<file path="src/rtl/oser_pkg.sv">
// Shared types and constants for the 10:1 output serializer lanes.
// Includes the lane sequencer state type and TMDS control words.
package oser_pkg;

  typedef enum logic [2:0] {
    OFF,
    RST_HOLD,
    CE_WAIT,
    TRAIN,
    RUN
  } oser_seq_state_t;

  localparam logic [9:0] TMDS_CTRL0 = 10'h354;
  localparam logic [9:0] TMDS_CTRL1 = 10'h0AB;
  localparam logic [9:0] TMDS_CTRL2 = 10'h154;
  localparam logic [9:0] TMDS_CTRL3 = 10'h2AB;

  function automatic int cnt_width(
    input int a,
    input int b,
    input int c
  );
    int m;
    m = a;
    if (b > m) m = b;
    if (c > m) m = c;
    return (m < 1) ? 1 : $clog2(m + 1);
  endfunction

endpackage

</file>
<file path="src/rtl/oser10_lane_seq.sv">
// Per-lane bring-up sequencer and word pump for the 10:1 serializer.
// Orders reset, clock-enable and training, then streams words.
module oser10_lane_seq
  import oser_pkg::*;
#(
  parameter int         RST_CYC    = 8,
  parameter int         CE_DLY     = 4,
  parameter int         TRAIN_CYC  = 64,
  parameter logic [9:0] TRAIN_WORD = TMDS_CTRL0,
  parameter logic [9:0] IDLE_WORD  = TMDS_CTRL1
) (
  input  logic        clk_par,
  input  logic        rst,
  input  logic        en,
  input  logic        restart,
  input  logic [9:0]  s_data,
  input  logic        s_valid,
  output logic        s_ready,
  output logic        oser_rst,
  output logic        oser_ce,
  output logic [9:0]  oser_d,
  output logic        link_up,
  output logic [15:0] underflow_cnt
);

  localparam int CW = cnt_width(RST_CYC, CE_DLY, TRAIN_CYC);
  localparam logic [CW-1:0] L_RST = CW'(RST_CYC - 1);
  localparam logic [CW-1:0] L_CE  = CW'(CE_DLY - 1);
  localparam logic [CW-1:0] L_TR  = CW'(TRAIN_CYC - 1);

  oser_seq_state_t r_state;
  oser_seq_state_t w_nxt;
  logic [CW-1:0]   r_cnt;
  logic [CW-1:0]   w_nxt_cnt;
  logic            r_oser_rst;
  logic            r_oser_ce;
  logic [9:0]      r_oser_d;
  logic            r_link_up;
  logic [15:0]     r_ucnt;
  logic            w_stay_run;

  assign s_ready       = (r_state == RUN);
  assign oser_rst      = r_oser_rst;
  assign oser_ce       = r_oser_ce;
  assign oser_d        = r_oser_d;
  assign link_up       = r_link_up;
  assign underflow_cnt = r_ucnt;
  assign w_stay_run    = (r_state == RUN) && (w_nxt == RUN);

  // Next state: disable beats restart, restart beats the timed walk.
  always_comb begin
    w_nxt     = r_state;
    w_nxt_cnt = r_cnt;
    if (!en) begin
      w_nxt     = OFF;
      w_nxt_cnt = '0;
    end else if (restart) begin
      w_nxt     = RST_HOLD;
      w_nxt_cnt = L_RST;
    end else begin
      unique case (r_state)
        OFF: begin
          w_nxt     = RST_HOLD;
          w_nxt_cnt = L_RST;
        end
        RST_HOLD: begin
          if (r_cnt == '0) begin
            w_nxt     = CE_WAIT;
            w_nxt_cnt = L_CE;
          end else begin
            w_nxt_cnt = r_cnt - 1'b1;
          end
        end
        CE_WAIT: begin
          if (r_cnt == '0) begin
            w_nxt     = TRAIN;
            w_nxt_cnt = L_TR;
          end else begin
            w_nxt_cnt = r_cnt - 1'b1;
          end
        end
        TRAIN: begin
          if (r_cnt == '0) begin
            w_nxt     = RUN;
            w_nxt_cnt = '0;
          end else begin
            w_nxt_cnt = r_cnt - 1'b1;
          end
        end
        RUN: w_nxt = RUN;
        default: begin
          w_nxt     = OFF;
          w_nxt_cnt = '0;
        end
      endcase
    end
  end

  // State and counter register.
  always_ff @(posedge clk_par) begin
    if (rst) begin
      r_state <= OFF;
      r_cnt   <= '0;
    end else begin
      r_state <= w_nxt;
      r_cnt   <= w_nxt_cnt;
    end
  end

  // Outputs decoded from the next state so they switch with it.
  always_ff @(posedge clk_par) begin
    if (rst) begin
      r_oser_rst <= 1'b1;
      r_oser_ce  <= 1'b0;
      r_oser_d   <= IDLE_WORD;
      r_link_up  <= 1'b0;
      r_ucnt     <= '0;
    end else begin
      r_oser_rst <= (w_nxt == OFF) || (w_nxt == RST_HOLD);
      r_oser_ce  <= (w_nxt == TRAIN) || (w_nxt == RUN);
      r_link_up  <= (w_nxt == RUN);
      if (w_stay_run) begin
        if (s_valid) begin
          r_oser_d <= s_data;
        end else begin
          r_oser_d <= IDLE_WORD;
          if (r_ucnt != 16'hFFFF) r_ucnt <= r_ucnt + 16'd1;
        end
      end else if (w_nxt == TRAIN) begin
        r_oser_d <= TRAIN_WORD;
      end else begin
        r_oser_d <= IDLE_WORD;
      end
    end
  end

endmodule

</file>
<file path="config.mk">
export PLATFORM = sky130hd
export DESIGN_NAME = oser10_lane_seq
export DESIGN_NICKNAME = d
export VERILOG_FILES = /design/src/rtl/oser_pkg.sv /design/src/rtl/oser10_lane_seq.sv
export SDC_FILE = /design/constraint.sdc
export NUM_CORES = 1
export LEC_CHECK = 0
export ABC_AREA = 1
export CAP_MARGIN = 20
export CORE_MARGIN = 3
export CORE_UTILIZATION = 37
export DETAILED_ROUTE_END_ITERATION = 7
export DONT_BUFFER_PORTS = 1
export PLACE_DENSITY = 0.61
export SLEW_MARGIN = 10
export SYNTH_ARGS = -nofsm -noshare
export SYNTH_HDL_FRONTEND = slang
export SYNTH_SLANG_ARGS = --single-unit
</file>
<file path="constraint.sdc">
create_clock -name clk_par -period 2.7 [get_ports clk_par]
set_input_delay 0.675 -clock clk_par [delete_from_list [all_inputs] [get_ports clk_par]]
set_output_delay 0.675 -clock clk_par [all_outputs]
set_load 0.005 [all_outputs]
</file>
After elaboration in Yosys (flattened, before gate mapping)
Index checks and enable logic that the tools add are counted.

Flip-flop bits (word level): 39. Output and inout bits: 30. Logic and storage cells: 44.

$add $sub $neg: 2. Equal/unequal tests: 9. Muxes and demuxes: 14. Bitwise gates (word level): 2. Reduce and logical (&&, ||, !) cells: 9.

Operator list (count): one-hot mux 7 bit (5 select lines) (1); two-way mux 10 bit (3); two-way mux 7 bit (3); two-way mux 3 bit (6); adder 16 x 1 -> 16 bit (second input constant) (1); inequality test 16 bit (second input constant) (1); one-hot mux 3 bit (5 select lines) (1); equality test 3 x 2 -> 1 bit (second input constant) (3); logical NOT 7 bit (1); subtractor 7 x 1 -> 7 bit (second input constant) (1); equality test 3 x 1 -> 1 bit (second input constant) (2); equality test 3 bit (second input constant) (2); logical NOT 3 bit (2); AND reduction 3 bit (1); OR reduction 3 bit (1); logical OR 1 bit (2); inequality test 2 bit (second input constant) (1); inverter 1 bit (2); OR reduction 2 bit (1); logical AND 1 bit (1).

Longest topological paths before layout
Gate-level depths: netlist of run 1.

Depth after elaboration: 8. Mapped depth: 11. Gate-level depth less buffers: 11.

Least setup slack after synthesis of run 1
No wires, ideal clock.

Path type: register to register. Start point: reg r_ucnt[0], in the netlist underflow_cnt[0]. End point: reg r_ucnt[10], in the netlist underflow_cnt[10]. Arrival time: 1451 ps. Slack: 1132 ps. Cell stages (with the launch flop): 8. Buffers on the path: 0. Period minus slack after synthesis: 1568 ps. Path through: dfxtp_1 ha_1 nand2_2 nor3_1 and2_1 nand2_1 o21ai_0 nor2_1.

Word-level cells in the longest chain between the ends: 2.

RTL lines: from (decl) (RTL line oser10_lane_seq.sv:39) `logic [15:0] r_ucnt;`; from (signal assigned) (RTL line oser10_lane_seq.sv:127) `if (r_ucnt != 16'hFFFF) r_ucnt <= r_ucnt + 16'd1;`; parallel branches: the longest is 2 deep, another holds adder 16 x 1 -> 16 bit.

Parallel ways; which one is timed is not known. A chain may end at the register's enable or synchronous reset.

Worst setup path in the final report of run 1
Same ends and word-level chain as after synthesis.

==> results by group, run 1 <==
Status
  – Outcome: finished, final reports clean

Clock network
  – CTS tree: yes
  – Hold Buf Count CTS: 0
  – Level count of the clock H-tree: 2
  – Post-CTS Setup Repair Bufs: 0
  – TritonCTS buffer count: 5
  – Clock Sink Count: 39
  – Quantity of gates resized following cts: 0
  – Clock transition time at the flip-flop clock pins of the worst setup and hold paths: around 0.080 ns
  – Max Root-Sink Buffers: 2
  – Clock insertion delay at the later pin of the skew report: 0.29 ns
  – CTS Root Cell: sky130_fd_sc_hd__clkbuf_8

STA
  – Worst Skew: 0.00976 ns
  – Final cycle utilization of the critical path: 69.9%
  – RSZ-0062 raised after global routing: false
  – Max Clk Rate: 530 MHz
  – Time the worst path needs with I/O delays and setup: between 1.5 and 2 ns
  – Fin Hold WS: 0.451 ns
  – Final hold violation count: 0
  – Final setup fails: 0
  – Sum Neg Setup Slack: 0 ns
  – Slew @ Worst Pin: 0.602 ns
  – Max-slew headroom at the worst pin: about three fifths
  – Number of slew-limit violations in the final report: 0

Cells and area
  – Leading cell types in the layout, fill and taps excluded: 81 x sky130_fd_sc_hd__nand2_1, 39 x sky130_fd_sc_hd__dfxtp_1, 35 x sky130_fd_sc_hd__nor2_1
  – Commonest non-fill, non-tap cell in the layout: sky130_fd_sc_hd__nand2_1
  – Number of diodes added for antenna fixing: 0
  – Proportion of layout cells with a drive suffix above 1: 9.31%
  – # nets final: 307
  – Area Growth Syn to Fin: 8.06%

Critical path
  – Nature of the critical path endpoint: flop
  – Maximum fanout encountered on the critical timing path: 6
  – Cell count of the worst reg-to-reg path: 7
  – Critical path startpoint category: flop
  – Worst setup slack for register-to-register paths: around 0.81 ns
  – R2R Path End: underflow_cnt[10]
  – Class of the most critical setup path: flop to flop
  – Beginning of the worst register-to-register path: underflow_cnt[0]
  – Required time worst endpoint: 2.88 ns
  – Crit path arrival time: 2.06 ns

Placement
  – Post-detailed-placement half-perimeter wirelength: 3390 um
  – # port buffers: 0
  – GP Congestion: 0.807

Floorplanning
  – IO Count: between 40 and 50
  – Core Box Area: 0.00520 sq mm
  – Area of the die: 0.00637 sq mm
  – Initial standard-cell utilization of the core: between 30% and 40%
  – Chip Width: 79.8 um
  – Cell row count: 26
  – Chip height: 79.8 um

Global route
  – Number of antenna violations at the first check in global routing: 0
  – Pin count of the biggest net entering global routing: 19
  – Total track usage: between 10% and 20%
  – Total overflow reported by the global router: 0
  – Number of global-route vias before repair: 1,584
  – Wire length of the first global-routing pass: 7380 um

Logic synthesis
  – Number of synthesis warnings: 0
  – Post-Syn Area per Cell: 7.05 sq um
  – Synth Net Count: 304
  – Yosys reg bits: 39
  – Total standard cell area after synthesis: 0.00202 sq mm
  – Synth unique cells: 28
  – Main flop type after synthesis: sky130_fd_sc_hd__dfxtp_1
  – Most area-consuming cells after synthesis: sky130_fd_sc_hd__dfxtp_1 39%, sky130_fd_sc_hd__nand2_1 15%, sky130_fd_sc_hd__nor2_1 6.5%
  – FFs w/ async S/R, synth: 0%
  – Cells after synthesis: 286
  – Post-synth EDFFs: 0
  – Share of the synthesized area in the top cell type: 38.7%
  – Largest area contributor in the synthesized netlist: sky130_fd_sc_hd__dfxtp_1
  – Seq/Total Area, Yosys: 38.7%

Job
  – Maximum capacitance violations: 0

Route
  – Initial DRC count: around 110
  – Wire length per cell after detailed routing: 12.5 um
  – Routed wire length: 4510 um
  – Detailed-routing iteration count for the pre-antenna-repair pass: 4
  – Total DRC errors in the routed layout: 0
  – Post-route ant nets: 0
  – Routed vias/inst: 4.87
  – Detailed-route via count: 1,753

Pwr
  – Static power due to leakage: 0.000789 uW
  – Power density over cell area: 529 mW/mm^2
  – Maximum resistive drop on vdd: 0.174 mV

Min path
  – Hold Startpoint: rst
  – Hold path depth: 1
  – Kind of path behind the tightest hold check: input pin to flop
  – Worst Hold Path EP: underflow_cnt[3]
area by class of cell:
| class | count | area (sq um) |
|---|---|---|
| inverters | 29 | 114 |
| flip-flops and latches | 39 | 781 |
| fillers | 531 | 3030 |
| clock inverters | 2 | 35.0 |
| well taps | 70 | 87.6 |
| clock buffers | 6 | 82.6 |
| multi-input cells | 214 | 1080 |
flip-flops by register name, summed over array words and instances, names as in the netlist:
| signal | flops |
|---|---|
| r_cnt | 7 |
| oser_d | 10 |
| oser_rst | 1 |
| oser_ce | 1 |
| underflow_cnt | 16 |
| r_state | 3 |
| link_up | 1 |
per-layer routing:
metal / global-route usage [%] / wire length (um)
met5: 0 / 0
met4: 4.05 / 32
met3: 5.19 / 407
met2: 21.7 / 1820
met1: 19.4 / 2250
how the worst max path moves through the flow:
stage	start	to	slack [ns]	depth (start not counted)
final	underflow_cnt[0]	underflow_cnt[10]	0.81	7
after CTS	underflow_cnt[0]	underflow_cnt[10]	0.81	7
after global placement	underflow_cnt[0]	underflow_cnt[1]	0.84	7
after global routing	underflow_cnt[0]	underflow_cnt[1]	0.62	7
after floorplan	underflow_cnt[0]	underflow_cnt[10]	1.13	7
after detailed placement	underflow_cnt[0]	underflow_cnt[10]	0.81	7
per-stage QoR:
stage | power, uW | cells | setup WS, ns | cell area, sq um | utilization [%]
3_5_place_dp | 664 | 352 | 0.813 | 2060 | 39.6
3_3_place_gp | 663 | 352 | 0.843 | 2060 | 39.6
2_1_floorplan | 656 | 286 | 1.13 | 2020 | -
4_1_cts | 1170 | 360 | 0.813 | 2180 | 41.9
6_report | 1150 | 360 | 0.813 | 2180 | 41.9
5_1_grt | 1200 | 360 | 0.625 | 2180 | 41.9
critical path, stage by stage (launching register included):
cell	delay, ns
sky130_fd_sc_hd__dfxtp_1	0.46
sky130_fd_sc_hd__ha_1	0.24
sky130_fd_sc_hd__nand2_2	0.08
sky130_fd_sc_hd__nor3_1	0.48
sky130_fd_sc_hd__and2_1	0.24
sky130_fd_sc_hd__nand2_1	0.05
sky130_fd_sc_hd__o21ai_0	0.16
sky130_fd_sc_hd__nor2_1	0.07
cell usage after synthesis, types with 4 or more instances:
master	count
sky130_fd_sc_hd__a21oi_1	20
sky130_fd_sc_hd__dfxtp_1	39
sky130_fd_sc_hd__inv_1	25
sky130_fd_sc_hd__nand2_1	81
sky130_fd_sc_hd__nand3_1	14
sky130_fd_sc_hd__nand4_1	5
sky130_fd_sc_hd__nor2_1	35
sky130_fd_sc_hd__nor3_1	6
sky130_fd_sc_hd__o21ai_0	19
sky130_fd_sc_hd__xnor2_1	4
sky130_fd_sc_hd__xor2_1	8
where the power goes:
part | switching [uW] | internal [uW] | total, uW
clock | 203 | 299 | 502
combinational | 41.5 | 22.0 | 63.5
sequential | 5.90 | 581 | 587
kinds of logic (layout without fill, tap and decap cells):
family / after synthesis / after routing / share of synthesized area [%]
and+or+nand+nor: 156 / 156 / 35.4
AOI/OAI and AO/OA: 43 / 43 / 11.1
DFF: 39 / 39 / 38.7
buffers and inverters: 33 / 37 / 7.75
xor gates and xnor gates: 12 / 12 / 5.21
adders and majority gates: 3 / 3 / 1.86
Note: power is estimated with default switching activity, not from simulation.
==> run 2, diff against run 1 <==
==> constraint.sdc (replaced) <==
create_clock -name clk_par -period 1.84 [get_ports clk_par]
set_input_delay 0.46 -clock clk_par [delete_from_list [all_inputs] [get_ports clk_par]]
set_output_delay 0.46 -clock clk_par [all_outputs]
set_load 0.005 [all_outputs]
==> results by group, run 2 (synthesis gave the netlist of run 1 again) <==
Status
  – Outcome: finished, final reports clean

Critical path
  – Class of the most critical setup path: flop to flop
  – Slowest stage delay, CP: 0.34 ns (-0.14 ns)
  – Cell Chain, Critical Path: inv_1, ha_1, inv_1, nor2_2, nand3_2, nor2_2, nor2_1, nor2_1, nand3_2, nand2_4, nand2_1
  – Worst path top cell family by delay: simple AND/OR/NAND/NOR gates
  – Required time worst endpoint: 2.03 ns (-0.85 ns)
  – Count of buffer and inverter cells on the critical path: 2 (+2)
  – Critical path startpoint category: flop
  – Nature of the critical path endpoint: flop
  – Crit path arrival time: 1.84 ns (-0.22 ns)
  – Worst setup slack for register-to-register paths: 0.18 ns (-0.63 ns)
  – Maximum fanout encountered on the critical timing path: 7 (+1)
  – Cell at the slowest stage of the critical path: sky130_fd_sc_hd__dfxtp_2

Cells and area
  – Count of filler cells inserted in the layout: 569 (+7.2%)
  – Util after Layout: 43.1% (+1.3 points)
  – Leading cell types in the layout, fill and taps excluded: 81 x sky130_fd_sc_hd__nand2_1, 38 x sky130_fd_sc_hd__dfxtp_1, 33 x sky130_fd_sc_hd__nor2_1
  – Number of diodes added for antenna fixing: 0 (unchanged)
  – Commonest non-fill, non-tap cell in the layout: sky130_fd_sc_hd__nand2_1
  – Proportion of layout cells with a drive suffix above 1: 13.7% (+4.4 points)
  – Area Growth Syn to Fin: 11.4%
  – Flip-flop count of the largest register after layout: 16 (unchanged)
  – # nets final: 317 (+3.3%)

Floorplanning
  – Chip Width: 79.8 um (unchanged)
  – Chip height: 79.8 um (unchanged)
  – IO Count: 45 (unchanged)
  – Area of the die: 0.00637 sq mm (unchanged)
  – Initial standard-cell utilization of the core: 38.7% (unchanged)
  – Core Box Area: 0.00520 sq mm (unchanged)
  – Cell row count: 26 (unchanged)

Clock network
  – Level count of the clock H-tree: 2 (unchanged)
  – CTS Root Cell: sky130_fd_sc_hd__clkbuf_8
  – Clock transition time at the flip-flop clock pins of the worst setup and hold paths: 0.08 ns (about the same)
  – CTS tree: yes
  – Hold Buf Count CTS: 0 (unchanged)
  – Clock insertion delay at the later pin of the skew report: 0.29 ns (about the same)
  – TritonCTS buffer count: 5 (unchanged)
  – Clock Sink Count: 39 (unchanged)
  – Max Root-Sink Buffers: 2 (unchanged)

Route
  – Detailed-route via count: 1,839 (+4.9%)
  – Routed vias/inst: 4.98 (+2.3%)
  – Total DRC errors in the routed layout: 0 (unchanged)
  – Routed wire length: 4720 um (+4.6%)
  – Post-route ant nets: 0 (unchanged)
  – Initial DRC count: 68 (-36%)
  – Detailed-routing iteration count for the pre-antenna-repair pass: 4 (unchanged)
  – Wire length per cell after detailed routing: 12.8 um (+2.1%)

Placement
  – # port buffers: 0 (unchanged)
  – GP Congestion: 0.877 (+8.7%)
  – Post-detailed-placement half-perimeter wirelength: 3550 um (+4.7%)

STA
  – Final cycle utilization of the critical path: 90.1% (+20 points)
  – Max-slew headroom at the worst pin: 73.8% (+14 points)
  – Slew @ Worst Pin: 0.392 ns (-0.210 ns)
  – Final setup fails: 0 (unchanged)
  – Max Clk Rate: 603 MHz (+14%)
  – Worst Skew: 0.00730 ns (-0.00246 ns)
  – Time the worst path needs with I/O delays and setup: 1.66 ns (-0.229 ns)
  – RSZ-0062 raised after global routing: true
  – Number of slew-limit violations in the final report: 0 (unchanged)
  – Final hold violation count: 0 (unchanged)

Global route
  – Number of global-route vias before repair: 1,682 (+6.2%)
  – Total overflow reported by the global router: 0 (unchanged)
  – Wire length of the first global-routing pass: 7790 um (+5.6%)
  – Number of antenna violations at the first check in global routing: 0 (unchanged)
  – Pin count of the biggest net entering global routing: 19 (unchanged)
  – Total track usage: 15.5% (+1.1 points)

Job
  – Maximum capacitance violations: 0 (unchanged)

Pwr
  – Power density over cell area: 693 mW/mm^2 (+31%)
  – Maximum resistive drop on vdd: 0.227 mV (+31%)
  – Overall power consumption: 1560 uW (+35%)
  – Static power due to leakage: 0.000830 uW (+5.2%)

Min path
  – Kind of path behind the tightest hold check: input pin to flop
==> run 2: stage by stage <==
step | setup TNS (ns) | setup WS [ns] | area, sq um | hold WS, ns | cells
global placement | 0 | 0.187 | 2110 | 0.468 | 359
global route | -0.0246 | -0.0119 | 2250 | 0.208 | 369
finish | 0 | 0.182 | 2250 | 0.228 | 369
CTS | 0 | 0.0775 | 2200 | 0.215 | 366
detailed placement | 0 | 0.0997 | 2110 | 0.482 | 359
floorplan | 0 | 0.272 | 2020 | 0.456 | 286
==> run 2: worst reg2reg max path, delay by kind of cell (launching register included) <==
| family | cells | cell delay [ns] |
|---|---|---|
| buffers and inverters | 2 | 0.12 |
| adder cells (fa/ha/maj) | 1 | 0.16 |
| flip-flops | 1 | 0.34 |
| AND/OR/NAND/NOR | 8 | 0.93 |
==> run 2: worst paths after layout <==
| path | start | endpoint | cells past startpoint |
|---|---|---|---|
| max | r_cnt[0] | oser_d[7] | 11 |
| max reg2reg | r_cnt[0] | oser_d[7] | 11 |
| min | rst | underflow_cnt[2] | 1 |
| min reg2reg | r_cnt[1] | r_cnt[1] | 2 |
==> run 2: layout make-up <==
| class | count | area (sq um) | area share [%] |
|---|---|---|---|
| Tap cell | 70 | 87.6 | 3.90 |
| Sequential cell | 39 | 782 | 34.8 |
| Inverter | 29 | 114 | 5.07 |
| Multi-Input combinational cell | 214 | 1100 | 49.0 |
| Clock buffer | 6 | 82.6 | 3.68 |
| Clock inverter | 1 | 5.00 | 0.223 |
| Timing Repair Buffer | 10 | 75.1 | 3.34 |
==> run 2: routing by layer <==
metal  track usage, %  vias up  wire length [um]
li1                 -      943                 -
met3             6.55        7               453
met4             5.07        0                63
met2             23.8       57              2010
met5                0        -                 0
met1             19.6      832              2190
==> run 2: power breakdown <==
part	switching (uW)	internal, uW	total [uW]
Clock	293	294	587
Combinational	67.2	41.0	108
Sequential	8.80	853	861
Total	369	1190	1560
==> run 2: what timing repair did <==
item,4_1_cts,5_1_grt
endpoints found under the setup margin,0,10
resized for setup,0,6
buffers inserted,0,3
